$ cat config.mk
export PLATFORM = sky130hd
export DESIGN_NAME = pio_in_edge_irq_flat
export DESIGN_NICKNAME = d
export VERILOG_FILES = /design/src/rtl/pio_in_edge_irq_if.sv /design/src/rtl/pio_in_edge_irq.sv /design/src/flat_wrapper.sv
export SDC_FILE = /design/constraint.sdc
export NUM_CORES = 1
export LEC_CHECK = 0
export ABC_AREA = 1
export BUFFER_PORTS_ARGS = -buffer_cell sky130_fd_sc_hd__buf_2
export CAP_MARGIN = 20
export CELL_PAD_IN_SITES_DETAIL_PLACEMENT = 1
export CELL_PAD_IN_SITES_GLOBAL_PLACEMENT = 1
export CORE_MARGIN = 8
export CORE_UTILIZATION = 38
export DETAILED_ROUTE_END_ITERATION = 16
export GPL_ROUTABILITY_DRIVEN = 0
export PLACE_DENSITY_LB_ADDON = 0.1
export SYNTH_ARGS = -nofsm -noshare
export SYNTH_HDL_FRONTEND = slang
export SYNTH_SLANG_ARGS = --single-unit
$ cat constraint.sdc
create_clock -name clk -period 1.03 [get_ports clk]
set_input_delay 0.206 -clock clk [delete_from_list [all_inputs] [get_ports clk]]
set_output_delay 0.206 -clock clk [all_outputs]
set_load 0.02 [all_outputs]
$ cat src/rtl/pio_in_edge_irq_if.sv
// Avalon-MM slave bus bundle for the input PIO: word address, select,
// active-low write strobe and the 32-bit data paths.
interface pio_in_edge_irq_if;
    logic [2:0]  address;
    logic        chipselect;
    logic        write_n;
    logic [31:0] writedata;
    logic [31:0] readdata;

    modport master (
        output address, chipselect, write_n, writedata,
        input  readdata
    );

    modport slave (
        input  address, chipselect, write_n, writedata,
        output readdata
    );
endinterface

$ cat src/rtl/pio_in_edge_irq.sv
// Input PIO with per-bit synchroniser, optional debounce filter, selectable
// edge capture (write-1-to-clear) and a masked level interrupt.

// One input bit: two-flop synchroniser, debounce filter and the previous
// filtered value used for edge detection.
module pio_in_edge_irq_bit #(
    parameter int unsigned DEBOUNCE_CYCLES = 0,
    parameter logic        RESET_LEVEL     = 1'b0
) (
    input  logic clk,
    input  logic reset_n,
    input  logic pin,
    output logic filtered,
    output logic prev
);
    logic s1, s2;

    // Two-flop synchroniser; the raw pin never reaches any logic beyond s1.
    always_ff @(posedge clk or negedge reset_n) begin
        if (!reset_n) begin
            s1 <= RESET_LEVEL;
            s2 <= RESET_LEVEL;
        end else begin
            s1 <= pin;
            s2 <= s1;
        end
    end

    generate
        if (DEBOUNCE_CYCLES == 0) begin : g_bypass
            // No filtering: the filtered bit just follows the synchroniser.
            always_ff @(posedge clk or negedge reset_n) begin
                if (!reset_n) filtered <= RESET_LEVEL;
                else          filtered <= s2;
            end
        end else begin : g_debounce
            localparam int CW = $clog2(DEBOUNCE_CYCLES + 1);
            localparam logic [CW-1:0] LAST = CW'(DEBOUNCE_CYCLES - 1);
            logic [CW-1:0] cnt;

            // Count consecutive cycles that s2 disagrees with the filtered
            // value; accept the new level once it has held long enough.
            always_ff @(posedge clk or negedge reset_n) begin
                if (!reset_n) begin
                    cnt      <= '0;
                    filtered <= RESET_LEVEL;
                end else if (s2 == filtered) begin
                    cnt <= '0;
                end else if (cnt == LAST) begin
                    cnt      <= '0;
                    filtered <= s2;
                end else begin
                    cnt <= cnt + 1'b1;
                end
            end
        end
    endgenerate

    // Previous filtered value, the reference for rise/fall detection.
    always_ff @(posedge clk or negedge reset_n) begin
        if (!reset_n) prev <= RESET_LEVEL;
        else          prev <= filtered;
    end
endmodule

module pio_in_edge_irq #(
    parameter int WIDTH           = 10,
    parameter int DEBOUNCE_CYCLES = 0,
    parameter int EDGE_TYPE       = 0,
    parameter int RESET_LEVEL     = 0
) (
    input  logic                 clk,
    input  logic                 reset_n,
    pio_in_edge_irq_if.slave     bus,
    input  logic [WIDTH-1:0]     in_port,
    output logic                 irq
);
    localparam logic [2:0] A_DATA = 3'd0;
    localparam logic [2:0] A_MASK = 3'd2;
    localparam logic [2:0] A_EDGE = 3'd3;

    logic [WIDTH-1:0] filtered, prev, rise, fall, edge_evt;
    logic [WIDTH-1:0] edge_capture, irq_mask, w1c;
    logic [31:0]      rd_next;
    logic             wr;
    logic             unused_wdata;

    // Only the low WIDTH bits of writedata carry meaning.
    assign unused_wdata = ^bus.writedata;

    for (genvar g = 0; g < WIDTH; g++) begin : g_bit
        pio_in_edge_irq_bit #(
            .DEBOUNCE_CYCLES (DEBOUNCE_CYCLES),
            .RESET_LEVEL     (RESET_LEVEL != 0)
        ) u_bit (
            .clk      (clk),
            .reset_n  (reset_n),
            .pin      (in_port[g]),
            .filtered (filtered[g]),
            .prev     (prev[g])
        );
    end

    assign rise = filtered & ~prev;
    assign fall = ~filtered & prev;
    assign wr   = bus.chipselect && !bus.write_n;
    assign w1c  = (wr && bus.address == A_EDGE) ? bus.writedata[WIDTH-1:0] : '0;

    // Pick which transitions count as events.
    always_comb begin
        case (EDGE_TYPE)
            0:       edge_evt = rise;
            1:       edge_evt = fall;
            default: edge_evt = rise | fall;
        endcase
    end

    // Sticky capture; a new edge beats a simultaneous clear so none is lost.
    always_ff @(posedge clk or negedge reset_n) begin
        if (!reset_n) edge_capture <= '0;
        else          edge_capture <= (edge_capture & ~w1c) | edge_evt;
    end

    // Interrupt mask register.
    always_ff @(posedge clk or negedge reset_n) begin
        if (!reset_n)                        irq_mask <= '0;
        else if (wr && bus.address == A_MASK) irq_mask <= bus.writedata[WIDTH-1:0];
    end

    // Read mux; unmapped addresses and unused upper bits read zero.
    always_comb begin
        rd_next = '0;
        case (bus.address)
            A_DATA:  rd_next[WIDTH-1:0] = filtered;
            A_MASK:  rd_next[WIDTH-1:0] = irq_mask;
            A_EDGE:  rd_next[WIDTH-1:0] = edge_capture;
            default: rd_next = '0;
        endcase
    end

    // Registered read data, refreshed whenever the slave is selected.
    always_ff @(posedge clk or negedge reset_n) begin
        if (!reset_n)            bus.readdata <= '0;
        else if (bus.chipselect) bus.readdata <= rd_next;
    end

    // Registered level interrupt.
    always_ff @(posedge clk or negedge reset_n) begin
        if (!reset_n) irq <= 1'b0;
        else          irq <= |(edge_capture & irq_mask);
    end
endmodule

$ cat src/flat_wrapper.sv
// flat-port wrapper written by rule: the top's interface ports become plain ports
module pio_in_edge_irq_flat 
#(
    parameter int WIDTH           = 10,
    parameter int DEBOUNCE_CYCLES = 0,
    parameter int EDGE_TYPE       = 0,
    parameter int RESET_LEVEL     = 0
)
  (clk, reset_n, in_port, irq, bus_address, bus_chipselect, bus_write_n, bus_writedata, bus_readdata);
  pio_in_edge_irq_if bus_i ();
  input  logic clk;
  input  logic reset_n;
  input  logic [WIDTH-1:0] in_port;
  output logic irq;
  input wire logic [$bits(bus_i.address)-1:0] bus_address;
  input wire logic [$bits(bus_i.chipselect)-1:0] bus_chipselect;
  input wire logic [$bits(bus_i.write_n)-1:0] bus_write_n;
  input wire logic [$bits(bus_i.writedata)-1:0] bus_writedata;
  output wire logic [$bits(bus_i.readdata)-1:0] bus_readdata;
  assign bus_i.address = bus_address;
  assign bus_i.chipselect = bus_chipselect;
  assign bus_i.write_n = bus_write_n;
  assign bus_i.writedata = bus_writedata;
  assign bus_readdata = bus_i.readdata;
  pio_in_edge_irq #(.WIDTH(WIDTH), .DEBOUNCE_CYCLES(DEBOUNCE_CYCLES), .EDGE_TYPE(EDGE_TYPE), .RESET_LEVEL(RESET_LEVEL)) u_core (.clk(clk), .reset_n(reset_n), .bus(bus_i), .in_port(in_port), .irq(irq));
endmodule
-- Word level (Yosys, flattened, before mapping)
Index checks and enable logic that the tools add are counted.
- muxes and demuxes: 2
- bitwise logic cells: 6
- equality and inequality tests: 2
- reduce and logical (&&, ||, !) cells: 6
- operators by type and width (operator ; count):
    bitwise AND 10 bit ; 3
    one-hot mux 10 bit (3 select lines) ; 1
    NOT 10 bit ; 2
    2-to-1 mux 10 bit ; 1
    OR 10 bit ; 1
    OR reduction 10 bit ; 1
    == test 3 x 2 -> 1 bit (second input constant) ; 2
    logical AND 1 bit ; 3
    zero test 3 bit ; 1
    zero test 1 bit ; 1
- bits in registers: 71

-- Longest topological paths before layout
- depth in word-level cells: 7
- mapped depth: 6
- mapped depth without buffers: 5

-- Modules after synthesis
A second synthesis with hierarchy kept.
- cells, all modules: 269
- area, all modules: 2743.9 µm²
- by module, submodules not included (module ; instances ; area an instance (µm²) ; seq. area each (µm²) ; cells each):
    pio_in_edge_irq ; 1 ; 1742.9 ; 775.7 ; 229
    pio_in_edge_irq_bit ; 10 ; 100.1 ; 100.1 ; 4

-- Worst setup path before layout
OpenSTA, ideal clock, no wires.
- path kind: input-to-reg
- from: in bus_chipselect
- to: reg u_core.edge_capture[1]
- arrival: 0.769 ns
- stages: 6
- slack: 0.140 ns
- cell sequence: inv_2 nor2_1 buf_2 nand3_2 nand2_1 o21ai_1
- longest elaborated chain between the ends: 6
- RTL lines (item ; line ; RTL):
    start: declaration ; flat_wrapper.sv:16 ; input wire logic [$bits(bus_i.chipselect)-1:0] bus_chipselect;
    logical AND 1 bit ; pio_in_edge_irq.sv:106 ; assign wr = bus.chipselect && !bus.write_n;
    logical AND 1 bit ; pio_in_edge_irq.sv:107 ; assign w1c = (wr && bus.address == A_EDGE) ? bus.writedata[WIDTH-1:0] : '0;
    2-to-1 mux 10 bit ; pio_in_edge_irq.sv:107 ;
    NOT 10 bit ; pio_in_edge_irq.sv:121 ; else edge_capture <= (edge_capture & ~w1c) | edge_evt;
    bitwise AND 10 bit ; pio_in_edge_irq.sv:121 ;
    OR 10 bit ; pio_in_edge_irq.sv:121 ;
    end signal: assignment ; pio_in_edge_irq.sv:121 ;
    end: declaration ; pio_in_edge_irq.sv:83 ; logic [WIDTH-1:0] edge_capture, irq_mask, w1c;
No other way between the ends.
A chain may end at the register's enable or synchronous reset.

-- Final worst setup path
- from: reg u_core.bus.readdata[2]
- to: out bus_readdata[2]
- RTL lines (item ; line ; RTL):
    start: declaration ; pio_in_edge_irq_if.sv:17 ; output readdata
    start signal: assignment ; pio_in_edge_irq.sv:144 ; else if (bus.chipselect) bus.readdata <= rd_next;
    end: declaration ; flat_wrapper.sv:19 ; output wire logic [$bits(bus_i.readdata)-1:0] bus_readdata;
No word-level cell between the ends.

==> results.tsv <==
metric	value	unit
outcome	finished with violations	
violations	negative setup slack	
period_minus_slack	1.08	ns
antenna_found_initial	0	
p_sw	0.00163	W
io-pin-count	82	
yosysWarnings	0	
synth.distinct_cells	16	
initial_core_util	38.7	%
nets	394	
clk-insertion-delay-late	0.34	ns
fmax	0.928	GHz
path_class	flop to primary output	
end_kind	primary output	
final_cell_count_no_fill	449	
worstPathCellList	buf_6	
ir_drop	0.659	mV
fin_crit_sh	105	%
avgViaCountPerCell	4.44	
cpPeakStageDelay	0.40	ns
ys_seq_area_share	64.0	%
tns	-0.382	ns
clockRootBuffer	clkbuf_8	
syn-instance-count	267	
dp_cells	408	
cp_max_fo	2	
clkTransAtPathRegs	0.07	ns
combPwrFrac	14.5	%
num_vias	1994	
die_w	101	um
ys_seq_elements	71	
internal_power	0.00432	W
drc	0	
max-clock-path-buffers	2	
skew	0.00697	ns
synth_edf_count	0	
insertedDiodeCount	0	
grt_pass1_wl	10.5	mm
grt_max_degree	30	
area_growth	29.6	%
rsz0062_at_grt	true	
synthArstFlopShare	100	%
setup_viol	11	
required	0.82	ns
rows	31	
wirelength	6.12	mm
io_buffers	37	
hold_viol	0	
grt_usage	13.5	%
fillers	826	
ant_nets	0	
seqPwrFrac	52.8	%
dr.pass1.iters	4	
hpwl	4.35	mm
worst-path-buf-inv	1	
startpoint_type	flop	
hold_path_class	primary input to flop	
cts_tree	yes	
die_h	101	um
syn_area	2780	um2
cp_slowest_cell	dfrtp_1	
p_per_area	1650	nW/um2
ys.flop_type	dfrtp_1	
clkPwrFrac	32.8	%
drt-initial-drc-count	65	
cts.sinks	71	
overflow	0	
arrival	0.87	ns
grt_pass1_vias	2189	
crit_family	flip-flops	
htree_levels	3	
fin_ws	-0.0477	ns
cts_made_buffers	9	
switching_share	27.3	%
design.core.area	7180	um2
wl_per_cell	13.6	um
drive_gt1_share	27.4	%
power.total	0.00595	W
slew_viol_final	0	
die_area	10300	um2
leakage	1.82	nW
avgSynthCellArea	10.4	um2
drv_cap	0	
-- tightest hold or removal path, cell delays in order --
cell and delay (ns):
buf_2 0.11, inv_1 0.05, o21ai_1 0.06
-- cell type report --
cell class,instances,area (um2),share of cell area [%]
flip-flops and latches,71,1780,49.3
inverters,23,86.3,2.40
clock buffers,11,141,3.93
clock inverters,5,33.8,0.938
well taps,99,124,3.44
repair buffers,78,664,18.5
multi-input cells,162,774,21.5
-- cells by family after synthesis --
kind of cell / synth area share [%]
AND/OR/NAND/NOR: 21.1
other: 0.135
flip-flops: 64.0
AO/OA/AOI/OAI: 3.78
buffers and inverters: 11.0
-- sequential cells by signal, indices dropped and copies added (netlist names) --
| signal | cells |
|---|---|
| u_core.edge_capture | 10 |
| u_core.g_bit.u_bit.s1 | 10 |
| u_core.g_bit.u_bit.s2 | 10 |
| u_core.g_bit.u_bit.prev | 10 |
| u_core.g_bit.u_bit.filtered | 10 |
| u_core.irq_mask | 10 |
| u_core.bus.readdata | 10 |
| u_core.irq | 1 |
-- through the flow --
stage / area (um2) / hold WS [ns] / util (%) / worst slack (ns)
final: 3600 / 0.117 / 50.2 / -0.0477
after global routing: 3600 / 0.110 / 50.2 / -0.0959
after CTS: 3560 / 0.0939 / 49.7 / -0.0648
after detailed placement: 3140 / 0.104 / 43.8 / -0.0770
after global placement: 3140 / 0.101 / 43.8 / -0.0583
after floorplan: 2860 / -0.0896 / - / 0.140
-- Yosys cell counts (2+ instances only) --
master   number  area share [%]
nand2_1      61             8.2
nor2_1        2            0.27
inv_2         2            0.27
buf_4        24             6.5
nand3_2      10             3.6
nand3_1      34             6.1
inv_1        21             2.8
dfrtp_1      71              64
buf_2         7             1.3
nand4_1      10             2.3
o21ai_1      20             3.6
-- metal layers --
layer	up-vias	global-route usage (%)	part of all wire (%)
li1	978	-	-
met5	-	0	0
met1	954	16.6	44
met2	51	21.5	49
met3	11	3.23	4.8
met4	0	7.22	1.9
-- layout by cell type, fill, tap and decap left out, drive strengths merged --
cell / count
o21ai: 20
nand4: 10
a21oi: 1
nand3: 44
clkbuf: 11
conb: 22
clkinv: 3
clkinvlp: 2
dfrtp: 71
dlygate4sd3: 11
nand2: 61
buf: 67
nor2: 4
inv: 23
-- power groups by stage --
stage          logic, W  registers [W]  clock network, W
6_report       0.000860        0.00314           0.00195
5_1_grt        0.000964        0.00317           0.00215
4_1_cts        0.000847        0.00314           0.00206
3_5_place_dp   0.000722        0.00318                 0
3_3_place_gp   0.000703        0.00317                 0
2_1_floorplan  0.000424        0.00320                 0
-- repair_timing --
item | in CTS | in global routing
hold endpoints to repair | 18 | 0
endpoints found under the setup margin | 11 | 11
hold buffers | 11 | 0
resized for setup | 22 | 0
gates cloned | 0 | 0
setup buffers | 9 | 5
-- worst paths after layout --
path / start / end / slack, ns / cells past startpoint
worst max-delay path: u_core.bus.readdata[2] / bus_readdata[2] / -0.05 / 1
worst min-delay path: bus_writedata[3] / u_core.irq_mask[3] / 0.12 / 3
worst max register to register: u_core.edge_capture[7] / u_core.irq / 0.15 / 4
worst min register to register: u_core.g_bit[0].u_bit.s2 / u_core.g_bit[0].u_bit.filtered / 0.35 / 0
max in group asynchronous: reset_n / u_core.g_bit[1].u_bit.prev / 0.32 / 3
min in group asynchronous: reset_n / u_core.g_bit[0].u_bit.s1 / 0.27 / 2
No activity file was read; power rests on OpenSTA's default activity.
